### config.mk
export PLATFORM = sky130hd
export DESIGN_NAME = mem_port_arbiter
export DESIGN_NICKNAME = d
export VERILOG_FILES = /design/src/rtl/mem_port_arbiter.sv
export SDC_FILE = /design/constraint.sdc
export NUM_CORES = 1
export LEC_CHECK = 0
export ABC_AREA = 1
export CORE_ASPECT_RATIO = 0.5
export CORE_UTILIZATION = 35
export CTS_CLUSTER_DIAMETER = 30
export CTS_CLUSTER_SIZE = 12
export DETAILED_ROUTE_END_ITERATION = 16
export HOLD_SLACK_MARGIN = 0.12
export PLACE_DENSITY_LB_ADDON = 0.12
export RECOVER_POWER = 50
export SLEW_MARGIN = 20
export SYNTH_ARGS = -nofsm -noshare
export SYNTH_HDL_FRONTEND = slang
export SYNTH_SLANG_ARGS = --single-unit
### constraint.sdc
create_clock -name clk -period 3.1 [get_ports clk]
set_input_delay 0.62 -clock clk [delete_from_list [all_inputs] [get_ports clk]]
set_output_delay 0.62 -clock clk [all_outputs]
set_load 0.005 [all_outputs]
### src/rtl/mem_port_arbiter.sv
// Purpose: shares one single-ported memory between the IF fetch port and the MEM data port.
// Latency: request seen in IDLE -> gnt next cycle -> valid MEM_LAT+1 cycles after gnt.
// Backpressure: requester holds req until valid; stall_if/stall_mem freeze the pipeline meanwhile.
//
// Ports:
//   clk, rst                      clock, synchronous active-high reset
//   if_req/if_addr                fetch request (held until if_valid)
//   if_gnt/if_valid/if_rdata      fetch issue pulse, data-valid pulse, fetched word
//   dm_req/dm_we/dm_addr/dm_wdata data request (held until dm_valid)
//   dm_gnt/dm_valid/dm_rdata      data issue pulse, completion pulse, read word
//   mem_en/mem_we/mem_addr/mem_wdata/mem_rdata   memory interface
//   stall_if/stall_mem            per-port stall (req & ~valid)
//   contend_cnt/if_stall_cnt      perf counters, only present with ARB_PERF_CNT_EN defined
//
// Optional feature macro: ARB_PERF_CNT_EN

module mem_port_arbiter #(
  parameter int ADDR_W     = 8,
  parameter int DATA_W     = 32,
  parameter int MEM_LAT    = 1,
  parameter int STARVE_MAX = 4
) (
  input  logic              clk,
  input  logic              rst,
  input  logic              if_req,
  input  logic [ADDR_W-1:0] if_addr,
  output logic              if_gnt,
  output logic              if_valid,
  output logic [DATA_W-1:0] if_rdata,
  input  logic              dm_req,
  input  logic              dm_we,
  input  logic [ADDR_W-1:0] dm_addr,
  input  logic [DATA_W-1:0] dm_wdata,
  output logic              dm_gnt,
  output logic              dm_valid,
  output logic [DATA_W-1:0] dm_rdata,
  output logic              mem_en,
  output logic              mem_we,
  output logic [ADDR_W-1:0] mem_addr,
  output logic [DATA_W-1:0] mem_wdata,
  input  logic [DATA_W-1:0] mem_rdata,
  output logic              stall_if,
  output logic              stall_mem
`ifdef ARB_PERF_CNT_EN
  ,
  output logic [31:0]       contend_cnt,
  output logic [31:0]       if_stall_cnt
`endif
);

  typedef enum logic [1:0] {IDLE, ISSUE, WAIT, RESP} state_t;

  localparam logic [3:0] STARVE_LIM = 4'(STARVE_MAX);
  localparam logic [2:0] LAT_LOAD   = 3'(MEM_LAT - 1);

  state_t     state;
  logic       win_dm;      // winner of the current access: 1 = data port
  logic       win_we;      // current access is a write (no read data capture)
  logic [3:0] starve_cnt;
  logic [2:0] lat_cnt;

  // IF is forced through only when it has lost STARVE_MAX contended rounds in a row.
  logic force_if;
  logic grant_dm;
  assign force_if = if_req & dm_req & (starve_cnt == STARVE_LIM);
  assign grant_dm = dm_req & ~force_if;

  assign stall_if  = if_req & ~if_valid;
  assign stall_mem = dm_req & ~dm_valid;

  always_ff @(posedge clk) begin
    if (rst) begin
      state      <= IDLE;
      win_dm     <= 1'b0;
      win_we     <= 1'b0;
      starve_cnt <= '0;
      lat_cnt    <= '0;
      if_gnt     <= 1'b0;
      dm_gnt     <= 1'b0;
      if_valid   <= 1'b0;
      dm_valid   <= 1'b0;
      if_rdata   <= '0;
      dm_rdata   <= '0;
      mem_en     <= 1'b0;
      mem_we     <= 1'b0;
      mem_addr   <= '0;
      mem_wdata  <= '0;
    end else begin
      // Pulses and the memory strobe default low; only set for their single cycle.
      if_gnt    <= 1'b0;
      dm_gnt    <= 1'b0;
      if_valid  <= 1'b0;
      dm_valid  <= 1'b0;
      mem_en    <= 1'b0;
      mem_we    <= 1'b0;
      mem_addr  <= '0;
      mem_wdata <= '0;

      case (state)
        IDLE: begin
          if (if_req || dm_req) begin
            state  <= ISSUE;
            win_dm <= grant_dm;
            mem_en <= 1'b1;
            if (grant_dm) begin
              win_we    <= dm_we;
              dm_gnt    <= 1'b1;
              mem_we    <= dm_we;
              mem_addr  <= dm_addr;
              mem_wdata <= dm_wdata;
              // Only a contended win by DM counts against IF.
              if (if_req) begin
                starve_cnt <= (starve_cnt == STARVE_LIM) ? STARVE_LIM : starve_cnt + 4'd1;
              end
            end else begin
              win_we     <= 1'b0;
              if_gnt     <= 1'b1;
              mem_addr   <= if_addr;
              starve_cnt <= '0;
            end
          end
        end

        ISSUE: begin
          lat_cnt <= LAT_LOAD;
          state   <= WAIT;
        end

        WAIT: begin
          if (lat_cnt == 3'd0) begin
            state <= RESP;
            if (win_dm) begin
              dm_valid <= 1'b1;
              // A write acknowledges without disturbing the last read data.
              if (!win_we) begin
                dm_rdata <= mem_rdata;
              end
            end else begin
              if_valid <= 1'b1;
              if_rdata <= mem_rdata;
            end
          end else begin
            lat_cnt <= lat_cnt - 3'd1;
          end
        end

        RESP: begin
          state <= IDLE;
        end

        default: begin
          state <= IDLE;
        end
      endcase
    end
  end

`ifdef ARB_PERF_CNT_EN
  always_ff @(posedge clk) begin
    if (rst) begin
      contend_cnt  <= '0;
      if_stall_cnt <= '0;
    end else begin
      if ((state == IDLE) && if_req && dm_req) begin
        contend_cnt <= contend_cnt + 32'd1;
      end
      if (stall_if) begin
        if_stall_cnt <= if_stall_cnt + 32'd1;
      end
    end
  end
`endif

endmodule

==> out/metrics.yaml, run 1 <==
finalCritPeriodShare_pct: 81.8
post_cts_resized: 0
post_synth_inst_count: 515
finish.utilization_pct: 60.6
critPathCaptureType: "flip-flop"
slew-limit-headroom_pct: 25.4
cts.hold.buffers_added: 0
post_synth_most_frequent_cells: "170 x sky130_fd_sc_hd__nor2_1, 121 x sky130_fd_sc_hd__dfxtp_1, 69 x sky130_fd_sc_hd__o21ai_0"
ys_ff_latch: 121
insertion_delay_ns: 0.41
critical_path.n_buffers_inverters: 3
place_ws_ns: 0.569
post_synth_instance_area_um2: 4170
crit_path_dat_ns: 2.83
io_pins: 197
maxSlewViolCount: 0
yosysUniqueCellTypes: 23
first_global_vias: 3601
vias: 3811
numPortBuffers: 196
timing.rr.start: "lat_cnt[0]$_SDFFE_PP0P_"
finalCriticalPeriod_ns: 2.54
cts.path.max_buffers: 2
detail_route.wirelength_um: 11100
holdCritPathClass: "reg -> reg"
area_growth_pct: 64.2
final_total_pwr_mw: 5.04
vdd_ir_drop_max_mv: 0.405
synth_largest_type_area_fraction_pct: 58.1
synth-edff-count: 0
number_of_cells_traversed_by_the_worst_register_to_register_path: 9
cts_max_level: 4
cts.repair_timing.setup_buffer_count: 0
cts.sink_count: 121
grt-ovfl-total: 0
synth_async_sr_flop_share_pct: 0
timing.hold.ws_ns: 0.470
antennaDiodeCount: 0
floorplan.die_area_um2: 12400
grt_antenna_before_repair: 0
tritoncts.num_buffers: 17
whs_path_depth: 2
final-hold-violation-count: 0
nFillCells: 1033
fin_worst_skew_ns: 0.0100
critical-path-slowest-cell: "sky130_fd_sc_hd__nor2_4"
setup_repair_after_global_routing_missed_its_margin: "no"
gpl.final_weighted_congestion: 0.775
viasPerCell: 4.32
setup_violating_endpoint_count_in_the_final_report: 0
timing.reg2reg.setup_slack_ns: 0.56
drc: 0
die-width_um: 156
status: "finished, final reports clean"
core_area_um2: 11300
wire_per_inst_um: 12.6
setup_tns_ns: 0
hold_end: "lat_cnt[1]$_SDFFE_PP0P_"
synth_most_common_cell: "sky130_fd_sc_hd__nor2_1"
worst-endpoint-required_ns: 3.40
synth_top_cell_by_area: "sky130_fd_sc_hd__dfxtp_1"
post_route_cells_drive_above_1_share_pct: 5.67
grt_max_degree: 67
placement_rows: 27
total_leakage_power_nw: 3.14
finalNetCount: 803
synth_fp_nets: 608
cts_tree: "yes"
portion_of_the_post_synthesis_area_used_by_sequential_elements_pct: 58.1
post_synth.cell_area_avg_um2: 8.09
timing.setup.critical_path_class: "reg -> reg"
drt_iter0_markers: 163
grt_util_all_layers_pct: 18.8
tightestPinTransition_ns: 1.12
min-delay-start: "lat_cnt[1]$_SDFFE_PP0P_"
clkSlewWorstSetupHoldPaths_ns: 0.06
clock.fmax_mhz: 394
timing.critical_path.from_type: "flip-flop"
yosysWarnings: 0
ys.flop_type: "sky130_fd_sc_hd__dfxtp_1"
rr_endpoint: "if_rdata[21]$_SDFFE_PP0P_"
die_h_um: 79.2
ys_top_cells_by_area: "sky130_fd_sc_hd__dfxtp_1 58%, sky130_fd_sc_hd__nor2_1 15%, sky130_fd_sc_hd__o21ai_0 8.3%"
cts-root-buf: "sky130_fd_sc_hd__clkbuf_16"
place_hpwl_um: 7430
floorplan.initialDensity_pct: 36.9
powerDensity_nw_per_um2: 736
setup_slack_ns: 0.564
max_incr_delay_on_cp_ns: 0.58
cp_cell_sequence: "inv_1, ha_1, ha_1, nand2_1, nor2_4, inv_1, buf_4, nor2_1, nor2_1"
ant_nets: 0
timing.critical_path.fanout_max: 33
first_pass_grt_wire_length_um: 17700
drt_first_pass_iters: 4
cap_viol_max_count: 0
path_delay_family: "simple AND/OR/NAND/NOR gates"
how the worst max path moves through the flow:
| stage | cells past startpoint | end | from |
|---|---|---|---|
| after CTS | 9 | if_rdata[21]$_SDFFE_PP0P_ | lat_cnt[0]$_SDFFE_PP0P_ |
| after global routing | 9 | if_rdata[16]$_SDFFE_PP0P_ | lat_cnt[0]$_SDFFE_PP0P_ |
| final | 9 | if_rdata[21]$_SDFFE_PP0P_ | lat_cnt[0]$_SDFFE_PP0P_ |
| after floorplan | 9 | dm_rdata[10]$_SDFFE_PP0P_ | lat_cnt[0]$_SDFFE_PP0P_ |
| after global placement | 9 | if_rdata[21]$_SDFFE_PP0P_ | lat_cnt[0]$_SDFFE_PP0P_ |
| after detailed placement | 9 | if_rdata[21]$_SDFFE_PP0P_ | lat_cnt[0]$_SDFFE_PP0P_ |
cells by family (layout without fill, tap and decap cells):
family	after synthesis	after routing	share of synthesized area, %
AOI/OAI and AO/OA	81	81	9.76
xor gates and xnor gates	1	1	0.210
adders and majority gates	8	8	2.40
buffers and inverters	79	287	8.26
DFF	121	121	58.1
and+or+nand+nor	225	225	21.3
power breakdown:
part / total [mW] / switching, mW / internal (mW)
Sequential: 1.90 / 0.106 / 1.80
Combinational: 1.05 / 0.493 / 0.557
Clock: 2.08 / 0.743 / 1.34
Total: 5.04 / 1.34 / 3.69
through the flow:
| step | instances | cell area (um2) |
|---|---|---|
| global route | 882 | 6840 |
| floorplan | 515 | 4170 |
| detailed placement | 850 | 6230 |
| finish | 882 | 6840 |
| global placement | 850 | 6230 |
| CTS | 882 | 6860 |
worst min-delay path, delay by kind of cell, from the launching register on:
family / cells / cell delay, ns
AO/OA/AOI/OAI: 1 / 0.05
flip-flops: 1 / 0.31
AND/OR/NAND/NOR: 1 / 0.06
layout by cell type (no fill, tap or decap):
master,n
sky130_fd_sc_hd__clkbuf_16,17
sky130_fd_sc_hd__clkinvlp_4,2
sky130_fd_sc_hd__dfxtp_1,121
sky130_fd_sc_hd__nor2_2,1
sky130_fd_sc_hd__clkinv_1,1
sky130_fd_sc_hd__clkbuf_8,3
sky130_fd_sc_hd__nor3_1,2
sky130_fd_sc_hd__nand3_1,5
sky130_fd_sc_hd__ha_1,8
sky130_fd_sc_hd__nor2_4,1
sky130_fd_sc_hd__inv_2,2
sky130_fd_sc_hd__clkinv_2,1
sky130_fd_sc_hd__nand4_1,2
sky130_fd_sc_hd__nor3_4,1
sky130_fd_sc_hd__xnor2_1,1
sky130_fd_sc_hd__a31oi_1,1
sky130_fd_sc_hd__clkdlybuf4s50_1,140
sky130_fd_sc_hd__bufinv_16,3
sky130_fd_sc_hd__nor2_1,170
sky130_fd_sc_hd__o21ai_1,3
sky130_fd_sc_hd__clkinv_4,2
sky130_fd_sc_hd__a21oi_1,7
sky130_fd_sc_hd__inv_1,52
sky130_fd_sc_hd__o21ai_0,70
sky130_fd_sc_hd__inv_6,4
sky130_fd_sc_hd__nand2_1,43
sky130_fd_sc_hd__dlygate4sd3_1,56
sky130_fd_sc_hd__clkbuf_2,1
sky130_fd_sc_hd__buf_4,3
state kept, by name, summed over array words and instances (netlist names), 2 cells and up:
name,count
dm_rdata,32
starve_cnt,4
if_rdata,32
mem_addr,8
state,2
mem_wdata,32
lat_cnt,3
area by class of cell:
class	count	area (um2)	area share, %
inverter	55	206	3.02
multi-input combinational	315	1400	20.4
clock inverter	12	163	2.38
tap	159	199	2.91
sequential	121	2420	35.4
timing repair buffer	200	1990	29.1
clock buffer	20	467	6.82
metal layers:
metal	global-route usage (%)	routed length, um	up-vias
met3	9.77	1050	6
met2	30.9	5030	130
met4	6.18	58	0
li1	-	-	1980
met5	0	0	-
met1	21.1	4930	1695
(Power assumes the default switching activity.)
==> inputs of run 2 (changes only) <==
clock period = 2.3 ns   (was 3.1 ns; I/O delays follow)
==> run 2 against run 1 <==
Against the previous run:
- final area grew 0.60%
- non-clock buffer count grew 3
- combinational power grew 37%
- sequential share of layout area shrank 0.21 points
- routed wire length grew 1.2%
- sequential power grew 34%
- total power grew 34%
- critical path depth shrank 5
- clock-buffer cell count shrank 2
- clock skew shrank 0.00090 ns
- critical path type is now in -> out
- largest power group unchanged
==> out/metrics.yaml, run 2 (synthesis results as in run 1) <==
slew-limit-headroom_pct: 55.2
place_ws_ns: 0.187
tightestPinTransition_ns: 0.670
total_leakage_power_nw: 3.21
viasPerCell: 4.32
powerDensity_nw_per_um2: 978
post_cts_resized: 0
crit_path_dat_ns: 1.64
final-seq-area_um2: 2420
cts.hold.buffers_added: 0
drt_iter0_markers: 183
clock.fmax_mhz: 475
grt_antenna_before_repair: 0
cts.sink_count: 121
detail_route.wirelength_um: 11200
holdCritPathClass: "reg -> reg"
grt-ovfl-total: 0
critical_path.n_buffers_inverters: 3
insertion_delay_ns: 0.40
numPortBuffers: 196
cts-root-buf: "sky130_fd_sc_hd__clkbuf_16"
nFillCells: 1067
drc: 0
setup_tns_ns: 0
timing.setup.critical_path_class: "in -> out"
setup_violating_endpoint_count_in_the_final_report: 0
setup_repair_after_global_routing_missed_its_margin: "no"
setup_slack_ns: 0.197
cts_max_level: 4
first_global_vias: 3637
maxSlewViolCount: 0
post_route_cells_drive_above_1_share_pct: 5.92
core_area_um2: 11300
die-width_um: 156
tritoncts.num_buffers: 17
floorplan.die_area_um2: 12400
wire_per_inst_um: 12.7
worst-endpoint-required_ns: 1.84
critPathCaptureType: "output port"
placement_rows: 27
final_common_cell: "sky130_fd_sc_hd__nor2_1"
critical-path-top-cell-by-count: "sky130_fd_sc_hd__clkdlybuf4s50_1"
status: "finished, final reports clean"
vias: 3821
grt_util_all_layers_pct: 18.8
place_hpwl_um: 7540
layout_common_cells: "170 x sky130_fd_sc_hd__nor2_1, 121 x sky130_fd_sc_hd__dfxtp_1, 121 x sky130_fd_sc_hd__clkdlybuf4s50_1, 75 x sky130_fd_sc_hd__dlygate4sd3_1, 70 x sky130_fd_sc_hd__o21ai_0"
die_h_um: 79.2
multi_input_area_um2: 1400
cts.path.max_buffers: 2
area_growth_pct: 65.2
gpl.final_weighted_congestion: 0.754
timing.critical_path.from_type: "primary input"
grt_max_degree: 55
finalCritPeriodShare_pct: 91.5
first_pass_grt_wire_length_um: 17800
finalCriticalPeriod_ns: 2.10
critical-path-slowest-cell: "sky130_fd_sc_hd__clkdlybuf4s50_1"
clkSlewWorstSetupHoldPaths_ns: 0.06
biggestRegsByFlops: "dm_rdata (32), if_rdata (32), mem_wdata (32)"
cap_viol_max_count: 0
final_total_pwr_mw: 6.73
vdd_ir_drop_max_mv: 0.497
floorplan.initialDensity_pct: 36.9
instance_area_at_placement_um2: 6280
cts.repair_timing.setup_buffer_count: 0
fin_worst_skew_ns: 0.00915
antennaDiodeCount: 0
drt_first_pass_iters: 4
finalNetCount: 806
final_area_um2: 6880
final-hold-violation-count: 0
path_delay_family: "buffers and inverters"
timing.critical_path.fanout_max: 5
finish.utilization_pct: 61.0
io_pins: 197
max_incr_delay_on_cp_ns: 0.55
ant_nets: 0
cts_tree: "yes"
cp_cell_sequence: "clkdlybuf4s50_1, inv_1, nor2_1, clkdlybuf4s50_1"
## run 2: cell types whose count changed in the layout (fill, tap and decap cells not counted)
cell	before	now
sky130_fd_sc_hd__clkbuf_2	1	0
sky130_fd_sc_hd__buf_12	0	3
sky130_fd_sc_hd__clkinv_2	1	2
sky130_fd_sc_hd__clkbuf_8	3	1
sky130_fd_sc_hd__clkinvlp_4	2	5
sky130_fd_sc_hd__clkbuf_1	0	1
sky130_fd_sc_hd__dlygate4sd3_1	56	75
sky130_fd_sc_hd__clkdlybuf4s50_1	140	121
sky130_fd_sc_hd__inv_6	4	2
## run 2: cell type report
cell class | count | area share [%]
inverters | 55 | 3.00
flip-flops and latches | 121 | 35.2
clock inverters | 14 | 2.51
clock buffers | 18 | 6.38
multi-input cells | 315 | 20.3
well taps | 159 | 2.89
repair buffers | 203 | 29.8
## run 2: where the power goes
group / switching (mW) / internal (mW) / total, mW
sequential: 0.135 / 2.42 / 2.55
clock: 1.00 / 1.74 / 2.74
combinational: 0.678 / 0.759 / 1.44
total: 1.82 / 4.92 / 6.73
## run 2: metal layers
metal	global-route usage (%)	vias up	share of wire [%]
li1	-	1981	-
met2	31.5	121	45
met5	0	-	0
met1	21.4	1708	45
met4	5.88	0	0.95
met3	8.79	11	8.8
## run 2: worst paths after layout
| check | cells after the start | from | slack, ns | endpoint |
|---|---|---|---|---|
| worst max-delay path | 4 | if_req | 0.20 | stall_if |
| worst min register to register | 2 | lat_cnt[1]$_SDFFE_PP0P_ | 0.46 | lat_cnt[1]$_SDFFE_PP0P_ |
| worst max register to register | 9 | lat_cnt[0]$_SDFFE_PP0P_ | 0.37 | if_rdata[8]$_SDFFE_PP0P_ |
| worst min-delay path | 2 | lat_cnt[1]$_SDFFE_PP0P_ | 0.46 | lat_cnt[1]$_SDFFE_PP0P_ |
## run 2: per-stage QoR
step / hold WS (ns) / std cells
after global routing: 0.477 / 885
after detailed placement: 0.456 / 853
final: 0.462 / 885
after CTS: 0.465 / 885
after global placement: 0.450 / 853
after floorplan: 0.441 / 515
## run 2: tightest hold or removal path, delay by kind of cell (launching register included)
| kind | cells | cell delay (ns) |
|---|---|---|
| AOI/OAI and AO/OA | 1 | 0.05 |
| and+or+nand+nor | 1 | 0.06 |
| DFF | 1 | 0.31 |
